===== config.mk =====
export PLATFORM = sky130hd
export DESIGN_NAME = hazard_track_unit
export DESIGN_NICKNAME = d
export VERILOG_FILES = /design/src/rtl/hazard_track_unit.sv
export SDC_FILE = /design/constraint.sdc
export NUM_CORES = 1
export LEC_CHECK = 0
export CORE_MARGIN = 2
export CORE_UTILIZATION = 43
export CTS_CLUSTER_SIZE = 14
export DETAILED_ROUTE_END_ITERATION = 8
export PLACE_DENSITY = 0.78
export SYNTH_ARGS = -nofsm -noshare
export SYNTH_HDL_FRONTEND = slang
export SYNTH_SLANG_ARGS = --single-unit
export TNS_END_PERCENT = 1

===== constraint.sdc =====
create_clock -name clk -period 2.7 [get_ports clk]
set_clock_uncertainty 0.2 [all_clocks]
set_input_delay 0.54 -clock clk [delete_from_list [all_inputs] [get_ports clk]]
set_output_delay 0.54 -clock clk [all_outputs]
set_load 0.02 [all_outputs]

===== src/rtl/hazard_track_unit.sv =====
// Pipeline hazard tracker: follows destination/write-enable of the EXE, MEM and WB
// stages and raises a same-cycle stall request for RAW dependencies of the ID instruction.
module hazard_track_unit (
    input  logic       clk,
    input  logic       rst,
    input  logic       en_forwarding,
    input  logic       freeze,
    input  logic       flush,
    input  logic [3:0] ID_dst,
    input  logic       ID_wb_en,
    input  logic       ID_mem_read,
    input  logic [3:0] ID_src1,
    input  logic [3:0] ID_src2,
    input  logic       ID_two_src,
    output logic [3:0] EXE_dst,
    output logic [3:0] MEM_dst,
    output logic [3:0] WB_dst,
    output logic       EXE_wb_en,
    output logic       MEM_wb_en,
    output logic       WB_wb_en,
    output logic       EXE_mem_read,
    output logic       hazard,
    output logic [7:0] stall_count
);

    logic exe_match;
    logic mem_match;
    logic insert_bubble;

    function automatic logic slot_match(
        input logic [3:0] dst,
        input logic       wb_en,
        input logic [3:0] src1,
        input logic [3:0] src2,
        input logic       two_src
    );
        return wb_en && ((dst == src1) || (two_src && (dst == src2)));
    endfunction

    // WB is never consulted: the register file writes in the first half-cycle.
    always_comb begin
        exe_match = slot_match(EXE_dst, EXE_wb_en, ID_src1, ID_src2, ID_two_src);
        mem_match = slot_match(MEM_dst, MEM_wb_en, ID_src1, ID_src2, ID_two_src);
        if (flush) begin
            hazard = 1'b0;
        end else if (en_forwarding) begin
            hazard = exe_match && EXE_mem_read;
        end else begin
            hazard = exe_match || mem_match;
        end
        insert_bubble = flush || hazard;
    end

    // The load flag only matters while the instruction sits in EXE, so later slots drop it.
    always_ff @(posedge clk or negedge rst) begin
        if (!rst) begin
            EXE_dst      <= '0;
            EXE_wb_en    <= 1'b0;
            EXE_mem_read <= 1'b0;
            MEM_dst      <= '0;
            MEM_wb_en    <= 1'b0;
            WB_dst       <= '0;
            WB_wb_en     <= 1'b0;
            stall_count  <= '0;
        end else if (!freeze) begin
            WB_dst    <= MEM_dst;
            WB_wb_en  <= MEM_wb_en;
            MEM_dst   <= EXE_dst;
            MEM_wb_en <= EXE_wb_en;
            if (insert_bubble) begin
                EXE_dst      <= '0;
                EXE_wb_en    <= 1'b0;
                EXE_mem_read <= 1'b0;
            end else begin
                EXE_dst      <= ID_dst;
                EXE_wb_en    <= ID_wb_en;
                EXE_mem_read <= ID_mem_read;
            end
            if (hazard && (stall_count != '1)) begin
                stall_count <= stall_count + 8'd1;
            end
        end
    end

endmodule


### Word level (Yosys, flattened, before mapping)

Cells that the tools add are included.

| storage, ports and cells | value |
|---|---|
| register bits after elaboration | 24 |
| input bits | 20 |
| output and inout port bits | 25 |
| word-level logic and storage cells | 31 |

| cells by class | value |
|---|---|
| $add $sub $neg | 1 |
| equal/unequal tests | 5 |
| mux-type cells | 5 |
| bitwise gates (word level) | 1 |
| reduce and logical (&&, ||, !) cells | 11 |

Operators by type and width:

| cell | number |
|---|---|
| $eq A4 B4 Y1 | 4 |
| $add A8 B1 Y8 const B | 1 |
| $ne A8 B8 Y1 const B | 1 |
| $logic_and A1 B1 Y1 | 6 |
| $logic_or A1 B1 Y1 | 4 |
| $mux W1 | 4 |
| $mux W4 | 1 |
| $reduce_and A2 Y1 | 1 |
| $not A1 Y1 | 1 |

### Logic depth before layout (Yosys ltp)

| logic depth | value |
|---|---|
| depth in word-level cells | 9 |
| gate-level depth with buffers | 7 |
| gate-level depth less buffers | 6 |

### Worst setup path before layout

Ideal clock, no wire load.

| path | value |
|---|---|
| path type | input -> output |
| from | input port ID_src1[2] |
| to | output port hazard |
| data arrival time | 1785 ps |
| required time | 1960 ps |
| setup slack | 175 ps |
| cell stages on the path | 6 |
| buffers on the path | 1 |
| cells stage by stage | xor2_1 > nor4_2 > a31oi_1 > o32a_4 > buf_6 > nor2_1 |

| between the ends | value |
|---|---|
| longest elaborated chain between the ends | 6 |
| elaborated cells between the ends (all ways) | 10 |
| classes of those cells | eq/ne (2); mux (2); reduce/logical (6) |

Ends and longest elaborated chain:

| element | RTL line | source |
|---|---|---|
| start, declared | 12 | `input logic [3:0] ID_src1,` |
| $eq A4 B4 Y1 | 37 | `return wb_en && ((dst == src1) \|\| (two_src && (dst == src2)));` |
| $logic_or A1 B1 Y1 | 37 |  |
| $logic_and A1 B1 Y1 | 37 |  |
| $logic_or A1 B1 Y1 or $logic_and A1 B1 Y1 (tied branches) | 49, 47 |  |
| $mux W1 * | 46 | `end else if (en_forwarding) begin` |
| $mux W1 * | 44 | `if (flush) begin` |
| end, declared | 22 | `output logic hazard,` |

Mark *: on every way between the ends. The rest lies on a longest branch, timed or not.

### Final worst setup path

| path | value |
|---|---|
| from | input port ID_src2[2] |
| to | output port hazard |

| between the ends | value |
|---|---|
| longest elaborated chain between the ends | 7 |
| elaborated cells between the ends (all ways) | 12 |
| classes of those cells | eq/ne (2); mux (2); reduce/logical (8) |

Ends and longest elaborated chain:

| element | RTL line | source |
|---|---|---|
| start, declared | 13 | `input logic [3:0] ID_src2,` |
| $eq A4 B4 Y1 | 37 |  |
| $logic_and A1 B1 Y1 | 37 |  |
| $logic_or A1 B1 Y1 | 37 |  |
| $logic_and A1 B1 Y1 | 37 |  |
| $logic_or A1 B1 Y1 or $logic_and A1 B1 Y1 (tied branches) | 49, 47 |  |
| $mux W1 * | 46 |  |
| $mux W1 * | 44 |  |

Marked as above.

==> load_flow_metrics.sql <==
INSERT INTO impl_metrics (metric_group, metric, value, unit) VALUES
('synthesis', 'synth.distinct_cells', '24', ''),
('synthesis', 'yosys_most_used_dff', 'dfrtp_1', ''),
('detailed_routing', 'avgViaCountPerCell', '5.209', ''),
('worst_setup_path', 'ff2ff_path_depth', '7', ''),
('grt', 'globalRoute.totalOverflow', '0', ''),
('synthesis', 'postSynthNetCount', '116', ''),
('clock_tree', 'clock_latency', '300', 'ps'),
('worst_setup_path', 'worst_setup_path_end_kind', 'output pin', ''),
('detailed_routing', 'routed_wl', '2784', 'um'),
('place', 'detailed_place_hpwl', '2105', 'um'),
('min_path', 'holdCritPathClass', 'flip-flop to flip-flop', ''),
('worst_setup_path', 'path_class', 'input pin to output pin', ''),
('worst_setup_path', 'worst-endpoint-required', '1960', 'ps'),
('clock_tree', 'cts.root.buffer_cell', 'clkbuf_4', ''),
('floorplan', 'core', '2710', 'um^2'),
('timing', 'number_of_setup_violations_in_the_final_report', '0', ''),
('pwr', 'power.leakage', '0.8184', 'nW'),
('pwr', 'finalPower', '0.0008500', 'W'),
('worst_setup_path', 'path_buf_inv', '2', ''),
('final_layout', 'final_area', '1765', 'um^2'),
('worst_setup_path', 'timing.critical_path.slowest_stage_cell', 'clkdlybuf4s50_1', ''),
('detailed_routing', 'final_antenna_net_count', '0', ''),
('synthesis', 'synth_warnings', '0', ''),
('synthesis', 'synthTopCellsByCount', 'dfrtp_1 (24), xor2_1 (21), mux2_2 (10)', ''),
('clock_tree', 'cts_num_sinks', '24', ''),
('pwr', 'pwr_density_cell', '481.4', 'nW/um^2'),
('pwr', 'vdd.ir_drop.worst', '0.4533', 'mV'),
('synthesis', 'most_common_cell_in_the_synthesized_netlist', 'dfrtp_1', ''),
('synthesis', 'post_synthesis_instance_total', '95', ''),
('clock_tree', 'tritoncts.num_buffers', '3', ''),
('floorplan', 'floorplan.initialDensity', '0.4414', ''),
('worst_setup_path', 'endpoint_of_the_worst_register_to_register_path', 'stall_count[4]', ''),
('grt', 'gr-usage-all-layers', '0.1838', ''),
('synthesis', 'postSynthRegisterBits', '24', ''),
('timing', 'worst_slew_pin_slew', '607.9', 'ps'),
('detailed_routing', 'detailed_route_via_count', '948', ''),
('worst_setup_path', 'cp.arrival', '1890', 'ps'),
('final_layout', 'post_route_cells_drive_above_1_share', '0.2185', ''),
('detailed_routing', 'detail_route.iter0.violations', '11', ''),
('place', 'placed_cells', '179', ''),
('place', 'numPortBuffers', '44', ''),
('flow_run', 'timing.max_cap.violations', '0', ''),
('timing', 'setup_repair_after_global_routing_missed_its_margin', 'no', ''),
('worst_setup_path', 'crit_end', 'hazard', ''),
('worst_setup_path', 'worstPathCellList', 'clkdlybuf4s50_1 -> xor2_1 -> nor3_1 -> a31oi_1 -> o32a_4 -> nor2_1 -> buf_4', ''),
('synthesis', 'synth_seq_area_share', '0.5021', ''),
('floorplan', 'floorplan.die_area', '3219', 'um^2'),
('synthesis', 'post-synth-top-area-cell', 'dfrtp_1', ''),
('grt', 'wire_length_of_the_first_global_routing_pass', '4671', 'um'),
('timing', 'max_clock_freq', '0.3796', 'GHz'),
('clock_tree', 'cts.htree.levels', '1', ''),
('grt', 'largest_net_degree_at_the_start_of_global_routing', '25', ''),
('worst_setup_path', 'critical_path.top_delay_family', 'buffers and inverters', ''),
('timing', 'fin_crit_share', '0.9758', ''),
('worst_setup_path', 'timing.critical_path.depth', '7', ''),
('worst_setup_path', 'r2r_slack', '390', 'ps'),
('floorplan', 'ios', '45', ''),
('detailed_routing', 'route.detailed.wl_per_inst', '15.30', 'um'),
('synthesis', 'avgSynthCellArea', '12.59', 'um^2'),
('worst_setup_path', 'setup.worst_path.start', 'ID_src2[2]', ''),
('clock_tree', 'postCtsSetupBuffers', '0', ''),
('status', 'status', 'finished, final reports clean', ''),
('synthesis', 'count_of_flip_flops_with_a_built_in_enable_after_synthesis', '0', ''),
('detailed_routing', 'drt_pre_antenna_iters', '4', ''),
('synthesis', 'post_synthesis_instance_area', '1196', 'um^2'),
('floorplan', 'fp.dieH', '56.74', 'um'),
('timing', 'worst_hold_slack', '304.2', 'ps'),
('timing', 'final-max-slew-violation-count', '0', ''),
('final_layout', 'flow.area_growth_from_synthesis', '47.59', '%'),
('final_layout', 'final_cell_count_no_fill', '182', ''),
('worst_setup_path', 'crit-reg2reg-launch', 'MEM_dst[0]', '');
cells in the final DEF, fill, tap and decap left out, drive strengths merged, types with 5 or more instances in the layout:
master	Yosys	layout
clkdlybuf4s50	0	36
dfrtp	24	24
xor2	21	21
buf	2	13
mux2	10	10
dlygate4sd2	0	7
a32o	6	6
nor4	5	5
repair_timing:
action | in CTS | in global routing
gates resized for setup | 12 | 3
hold buffers | 0 | 0
endpoints found under the setup margin | 1 | 1
hold endpoints to repair | 0 | 0
pin swaps | 4 | 0
worst reg2reg max path: stages, from the launching register on:
cell and delay, ps:
dfrtp_2 470, xor2_1 170, nor4_2 250, a31oi_1 80, o32a_4 320, buf_4 190, nor4b_1 370, xor2_1 190
worst min path at each step:
stage              startpoint             end  slack (ps)  depth (start not counted)
3_5_place_dp   stall_count[6]  stall_count[6]         290                          1
2_1_floorplan             rst      EXE_dst[0]          40                          0
6_report       stall_count[6]  stall_count[6]         300                          1
3_3_place_gp   stall_count[6]  stall_count[6]         280                          1
4_1_cts        stall_count[6]  stall_count[6]         310                          1
5_1_grt        stall_count[7]  stall_count[7]         330                          1
registers in the layout (all words and copies together) (netlist names):
signal	cells
MEM_wb_en	1
stall_count	8
EXE_mem_read	1
MEM_dst	4
EXE_wb_en	1
WB_dst	4
WB_wb_en	1
EXE_dst	4
kinds of logic (layout without fill, tap and decap cells):
family                     Yosys count  count (layout)  synth area share
buffers and inverters                5              61           0.02196
xor gates and xnor gates            23              23            0.1684
and+or+nand+nor                     20              20            0.1109
DFF                                 24              24            0.5021
adders and majority gates            1               1           0.01046
AOI/OAI and AO/OA                   12              12           0.09205
muxes                               10              10           0.09414
cell type report:
cell class | instances | area [um^2]
flip-flops and latches | 24 | 603.1
fillers | 229 | 944.7
clock buffers | 3 | 22.52
multi-input cells | 66 | 574.3
well taps | 31 | 38.79
repair buffers | 56 | 519.2
inverters | 2 | 7.507
routing by layer:
layer	global-route usage	up-vias	wire [um]
met5	0	-	0
met4	0.04983	0	14
met3	0.03917	2	166
met2	0.3007	35	1323
met1	0.2474	455	1279
li1	-	456	-
power breakdown:
| part | internal (W) | total (W) | leakage [nW] | switching [W] |
|---|---|---|---|---|
| clock | 0.0000520 | 0.000148 | 0.0138 | 0.0000962 |
| combinational | 0.000144 | 0.000269 | 0.488 | 0.000125 |
| sequential | 0.000396 | 0.000433 | 0.317 | 0.0000370 |
per-stage QoR:
| stage | TNS (ps) | worst slack (ps) |
|---|---|---|
| 3_5_place_dp | -1613 | -593.3 |
| 5_1_grt | 0 | 1.470 |
| 3_3_place_gp | -1160 | -553.3 |
| 4_1_cts | 0 | 53.69 |
| 2_1_floorplan | 0 | 174.6 |
| 6_report | 0 | 65.45 |
Power figures use the tool's default switching activity.
==> RTL change 1 (same settings) <==
Reset style: synchronous (`rst`), changed in one clocked block.
--- a/src/rtl/hazard_track_unit.sv
+++ b/src/rtl/hazard_track_unit.sv
@@ -52,7 +52,7 @@
     end
 
     // The load flag only matters while the instruction sits in EXE, so later slots drop it.
-    always_ff @(posedge clk or negedge rst) begin
+    always_ff @(posedge clk) begin
         if (!rst) begin
             EXE_dst      <= '0;
             EXE_wb_en    <= 1'b0;
Behaviour: differs if rst is asserted again (counterexample within 4 cycles, from zero or initial values and one cycle with rst low); with rst held inactive, the same outputs for 10 cycles.
==> RTL change 1 against the original RTL <==
- core utilization decreased by 3.2 points
- worst setup slack improved by 0.044 ns
- first-iteration DRC count increased to 2.6 times the old value
- sequential cell count unchanged
- hold slack got worse by 0.0038 ns
- final area increased by 6.2%
- sequential share of layout area decreased by 8.5 points
- routed wire length increased by 12%
- count of clock-buffer cells in the layout unchanged
- synthesized cell count increased by 59%
- synthesized area increased by 13%
- critical path type unchanged
- largest cell class is now multi-input gates
Power is not compared: it rests on default switching activity, and its combinational part moved more than twofold at a synthesized area within 25%.
==> RTL change 1: results (changes against the original RTL) <==
Min-Delay Startpoint -> stall_count[5]$_SDFFE_PN0P_
Xor/xnor share of the synthesized area -> 10.4% (-6.5 points)
Reg2reg end -> stall_count[0]$_SDFFE_PN0P_
Vias -> 1,210 (+28%)
R2R Path Start -> MEM_dst[0]$_SDFFE_PN0N_
Met1 Track Usage GR -> 22.1% (-2.7 points)
Share of cells above drive strength 1 -> 8.08% (-14 points)
DR vias/cell -> 5.00 (-4.0%)
Synth area leaders -> dfxtp_1, mux2i_1, xnor2_1, nand2_1, nor2b_1
Slew @ Worst Pin -> 0.395 ns (-0.213 ns)
Vias in the first global route -> 1,201 (+19%)
Status -> complete, no violations
Biggest register -> stall_count
First-pass GRT wire length -> 5140 um (+10%)
Final Cycle Share -> 95.9% (-1.6 points)
Hold_ws -> 0.300 ns (-0.00376 ns)
Worst-case vdd ir drop -> 0.000188 V
Ant diodes -> 0 (unchanged)
GRT Resource Usage Total -> 18.7% (+0.32 points)
Nets -> 221 (+27%)
Maximum clock path buffer count -> 2 (unchanged)
Hold depth -> 2 (+1)
Main synth FF type -> dfxtp_1
FF-to-FF path depth -> 6 (-1)
Resized cells post-CTS -> 6 (-6)
Setup WS pre-CTS -> -0.474 ns (+0.120 ns)
Commonest cells in the netlist -> dfxtp_1, nand2_1, mux2i_1
Area after DPL -> 1850 um2 (+5.9%)
Synth Net Count -> 172 (+48%)
Fraction of the mapped netlist area in adder cells -> 0.928% (-0.12 points)
CP peak stage delay -> 0.52 ns (+0.07 ns)
Post-CTS Setup Inserts -> 0 (unchanged)
Netlist cell types -> 30 (+25%)
GR Util met3 -> 3.25% (-0.67 points)
WL per Instance -> 12.9 um (-16%)
Post-Syn Area per Cell -> 8.93 um2 (-29%)
Maximum number of pins on one net before global-route repair -> 33 (+32%)
Proportion of synthesized area in mux cells -> 13.4% (+3.9 points)
Grt met2 use -> 33.4% (+3.3 points)
Worst min path class -> reg2reg
Compound-Gate Fraction of Synth Area -> 11.6% (+2.4 points)
CP startpoint -> ID_src1[0]
Starting DRT DRC Count -> 29 (+18)
1st-pass router iterations -> 5 (+1)
# placed instances -> 239 (+34%)
HPWL Detailed -> 2340 um (+11%)
Sequential area share after synthesis -> 35.6% (-15 points)
FF-to-FF setup slack -> 0.86 ns (+0.47 ns)
Crit path arrival time -> 1.85 ns (-0.04 ns)
Ys async rst share -> 0% (-100 points)
Hold path endpoint -> stall_count[5]$_SDFFE_PN0P_
Largest family of logic cells by synthesized area -> simple AND/OR/NAND/NOR gates
GPL Wtd Cong -> 0.911 (-4.1%)
RTL change 1: cell types whose count changed after synthesis, moves of 10 or more:
| cell | unedited run | this run |
|---|---|---|
| dfrtp_1 | 24 | 0 |
| dfxtp_1 | 0 | 24 |
| nand2_1 | 3 | 24 |
| xor2_1 | 21 | 1 |
| mux2i_1 | 0 | 18 |
| xnor2_1 | 2 | 15 |
| mux2_2 | 10 | 0 |
| nor2b_1 | 0 | 10 |
RTL change 1: routing by layer:
| metal | vias to the layer above | share of wire (%) |
|---|---|---|
| li1 | 608 | - |
| met3 | 7 | 5.1 |
| met2 | 45 | 48 |
| met5 | - | 0 |
| met4 | 0 | 1.8 |
| met1 | 550 | 45 |
RTL change 1: final cells by class:
class                      instances  area, um2
inverter                           2       7.51
clock buffer                       3       22.5
sequential                        24        480
multi-input combinational        118        815
fill                             266       1150
tap                               44       55.1
timing repair buffer              51        494
==> RTL change 2 (config.mk and constraints unchanged) <==
Made on the original files. Register the output `stall_count` once more, cleared by the reset; this adds one clock of latency there. The other outputs are not delayed to match.
--- a/src/rtl/hazard_track_unit.sv
+++ b/src/rtl/hazard_track_unit.sv
@@ -22,6 +22,8 @@
     output logic       hazard,
     output logic [7:0] stall_count
 );
+
+    logic [7:0] stall_count_s0;
 
     logic exe_match;
     logic mem_match;
@@ -61,7 +63,7 @@
             MEM_wb_en    <= 1'b0;
             WB_dst       <= '0;
             WB_wb_en     <= 1'b0;
-            stall_count  <= '0;
+            stall_count_s0 <= '0;
         end else if (!freeze) begin
             WB_dst    <= MEM_dst;
             WB_wb_en  <= MEM_wb_en;
@@ -76,9 +78,17 @@
                 EXE_wb_en    <= ID_wb_en;
                 EXE_mem_read <= ID_mem_read;
             end
-            if (hazard && (stall_count != '1)) begin
-                stall_count <= stall_count + 8'd1;
+            if (hazard && (stall_count_s0 != '1)) begin
+                stall_count_s0 <= stall_count_s0 + 8'd1;
             end
+        end
+    end
+
+    always_ff @(posedge clk or negedge rst) begin
+        if (!rst) begin
+            stall_count <= '0;
+        end else begin
+            stall_count <= stall_count_s0;
         end
     end
 
Formal check against the unedited RTL: not equivalent (Yosys sat finds a counterexample within 4 cycles, from zero or initial values and one cycle with rst low).
==> RTL change 2 against the original RTL <==
- routed wire length rose by 13%
- synthesized area up 20%
- sequential cell count rose by 8
- clock power is 92% higher
- worst setup slack gained 0.047 ns
- fmax increased by 1.8%
- via count is 13% higher
- sequential share of layout area is 5.2 points higher
- non-clock buffer count fell by 6
- global-route usage grew 0.63 points
- critical path depth stayed put
- total power grew 31%
- final area grew 15%
- critical path type unchanged
- largest cell class unchanged
- largest power group unchanged
- highest routed layer unchanged
==> RTL change 2: results (changes against the original RTL) <==
Commonest cells in the netlist -> dfrtp_1, xnor2_1, mux2_2
Worst-case vdd ir drop -> 0.000339 V (-25%)
Worst min path class -> reg2reg
Min-Delay Startpoint -> stall_count_s0[6]$_DFFE_PN0P_
Leakage -> 0.000859 uW (+4.9%)
Reg2reg end -> stall_count_s0[1]$_DFFE_PN0P_
CTS Buf Count -> 5 (+2)
Clock slew at reported path FFs -> 0.09 ns (-0.03 ns)
Ys async rst share -> 100% (unchanged)
Maximum clock path buffer count -> 2 (unchanged)
WL per Instance -> 15.2 um (-0.78%)
DR vias/cell -> 5.13 (-1.5%)
Crit path arrival time -> 1.85 ns (-0.04 ns)
CP peak stage delay -> 0.52 ns (+0.07 ns)
Clock latency at the later pin of the worst-skew pair -> 0.34 ns (+0.04 ns)
Status -> complete, no violations
GPL Wtd Cong -> 0.822 (-13%)
Ant diodes -> 0 (unchanged)
Netlist cell types -> 23 (-4.2%)
Slew @ Worst Pin -> 0.391 ns (-0.217 ns)
Setup WS pre-CTS -> -0.429 ns (+0.164 ns)
R2R Path Start -> MEM_dst[2]$_DFFE_PN0N_
Initial antenna violation count -> 0 (unchanged)
HPWL Detailed -> 2380 um (+13%)
GRT Resource Usage Total -> 19.0% (+0.63 points)
Synth area leaders -> dfrtp_1, xnor2_1, mux2_2, a32o_1, o22ai_4
FF-to-FF setup slack -> 0.67 ns (+0.28 ns)
CTS H-tree depth -> 2 (+1)
Vias in the first global route -> 1,114 (+10%)
Sequential area share after synthesis -> 55.9% (+5.7 points)
First-pass GRT wire length -> 5090 um (+9.0%)
Hold path endpoint -> stall_count[6]$_DFF_PN0_
Hold depth -> 0 (-1)
Starting DRT DRC Count -> 38 (+27)
Nets -> 184 (+5.7%)
Maximum number of pins on one net before global-route repair -> 33 (+32%)
Synth Net Count -> 129 (+11%)
Main synth FF type -> dfrtp_1
Root Buffer -> clkbuf_4
Share of cells above drive strength 1 -> 20.1% (-1.7 points)
Critical-path maximum fanout -> 2 (unchanged)
RTL change 2: cell count changes after synthesis, moves of 3 or more:
cell,change
xor2_1,-21
xnor2_1,+21
dfrtp_1,+8
nor4_1,-3
nand3_1,+3
nand4_1,+3
RTL change 2: critical path, delay by kind of cell:
family,cells,cell delay (ns)
XOR/XNOR,1,0.14
buffers and inverters,2,0.67
AO/OA/AOI/OAI,1,0.15
AND/OR/NAND/NOR,3,0.35
RTL change 2: worst max path at each step:
stage,from,to,slack [ns]
after floorplan,ID_src1[0],hazard,0.48
after global placement,ID_src1[0],hazard,-0.36
after detailed placement,ID_src1[0],hazard,-0.43
after CTS,ID_src1[2],hazard,0.004
after global routing,ID_src2[2],hazard,0.03
final,ID_src2[2],hazard,0.11
RTL change 2: cells by family (layout without fill, tap and decap cells):
kind of cell | count (synthesis) | count (layout) | share of synthesized area, %
flops | 32 | 32 | 55.9
simple gates | 19 | 19 | 6.99
compound gates | 18 | 18 | 12.1
mux | 11 | 11 | 8.92
fa+ha+maj | 1 | 1 | 0.874
xor+xnor | 23 | 23 | 14.1
buf+inv | 4 | 60 | 1.14
RTL change 2: cell type report:
cell class / count / area (um2)
fillers: 256 / 1070
flip-flops and latches: 32 / 801
multi-input cells: 72 / 617
repair buffers: 50 / 493
well taps: 44 / 55.1
clock buffers: 6 / 51.3
clock inverters: 2 / 10.0
inverters: 2 / 7.51
RTL change 2: through the flow:
stage | hold WS (ns) | area (um2) | power (uW) | instances
after floorplan | 0.0444 | 1430 | 703 | 108
after global placement | 0.212 | 1960 | 837 | 199
after detailed placement | 0.216 | 1960 | 844 | 199
after CTS | 0.238 | 2010 | 1130 | 207
after global routing | 0.269 | 2030 | 1180 | 208
final | 0.235 | 2030 | 1120 | 208
RTL change 2: metal layers:
layer | up-vias | GRT usage, % | part of all wire (%)
li1 | 500 | - | -
met1 | 522 | 21.6 | 38
met2 | 39 | 32.9 | 53
met3 | 6 | 7.04 | 7.0
met4 | 0 | 6.69 | 1.6
met5 | - | 0 | 0
RTL change 2: what timing repair did:
action	4_1_cts	5_1_grt
setup buffers	0	1
setup endpoints to repair	1	1
hold endpoints to repair	0	0
pin swaps	1	3
resized for setup	5	6
RTL change 2: report_power, final:
group / internal, uW / switching (uW)
Combinational: 147 / 121
Clock: 124 / 160
Sequential: 522 / 41.3
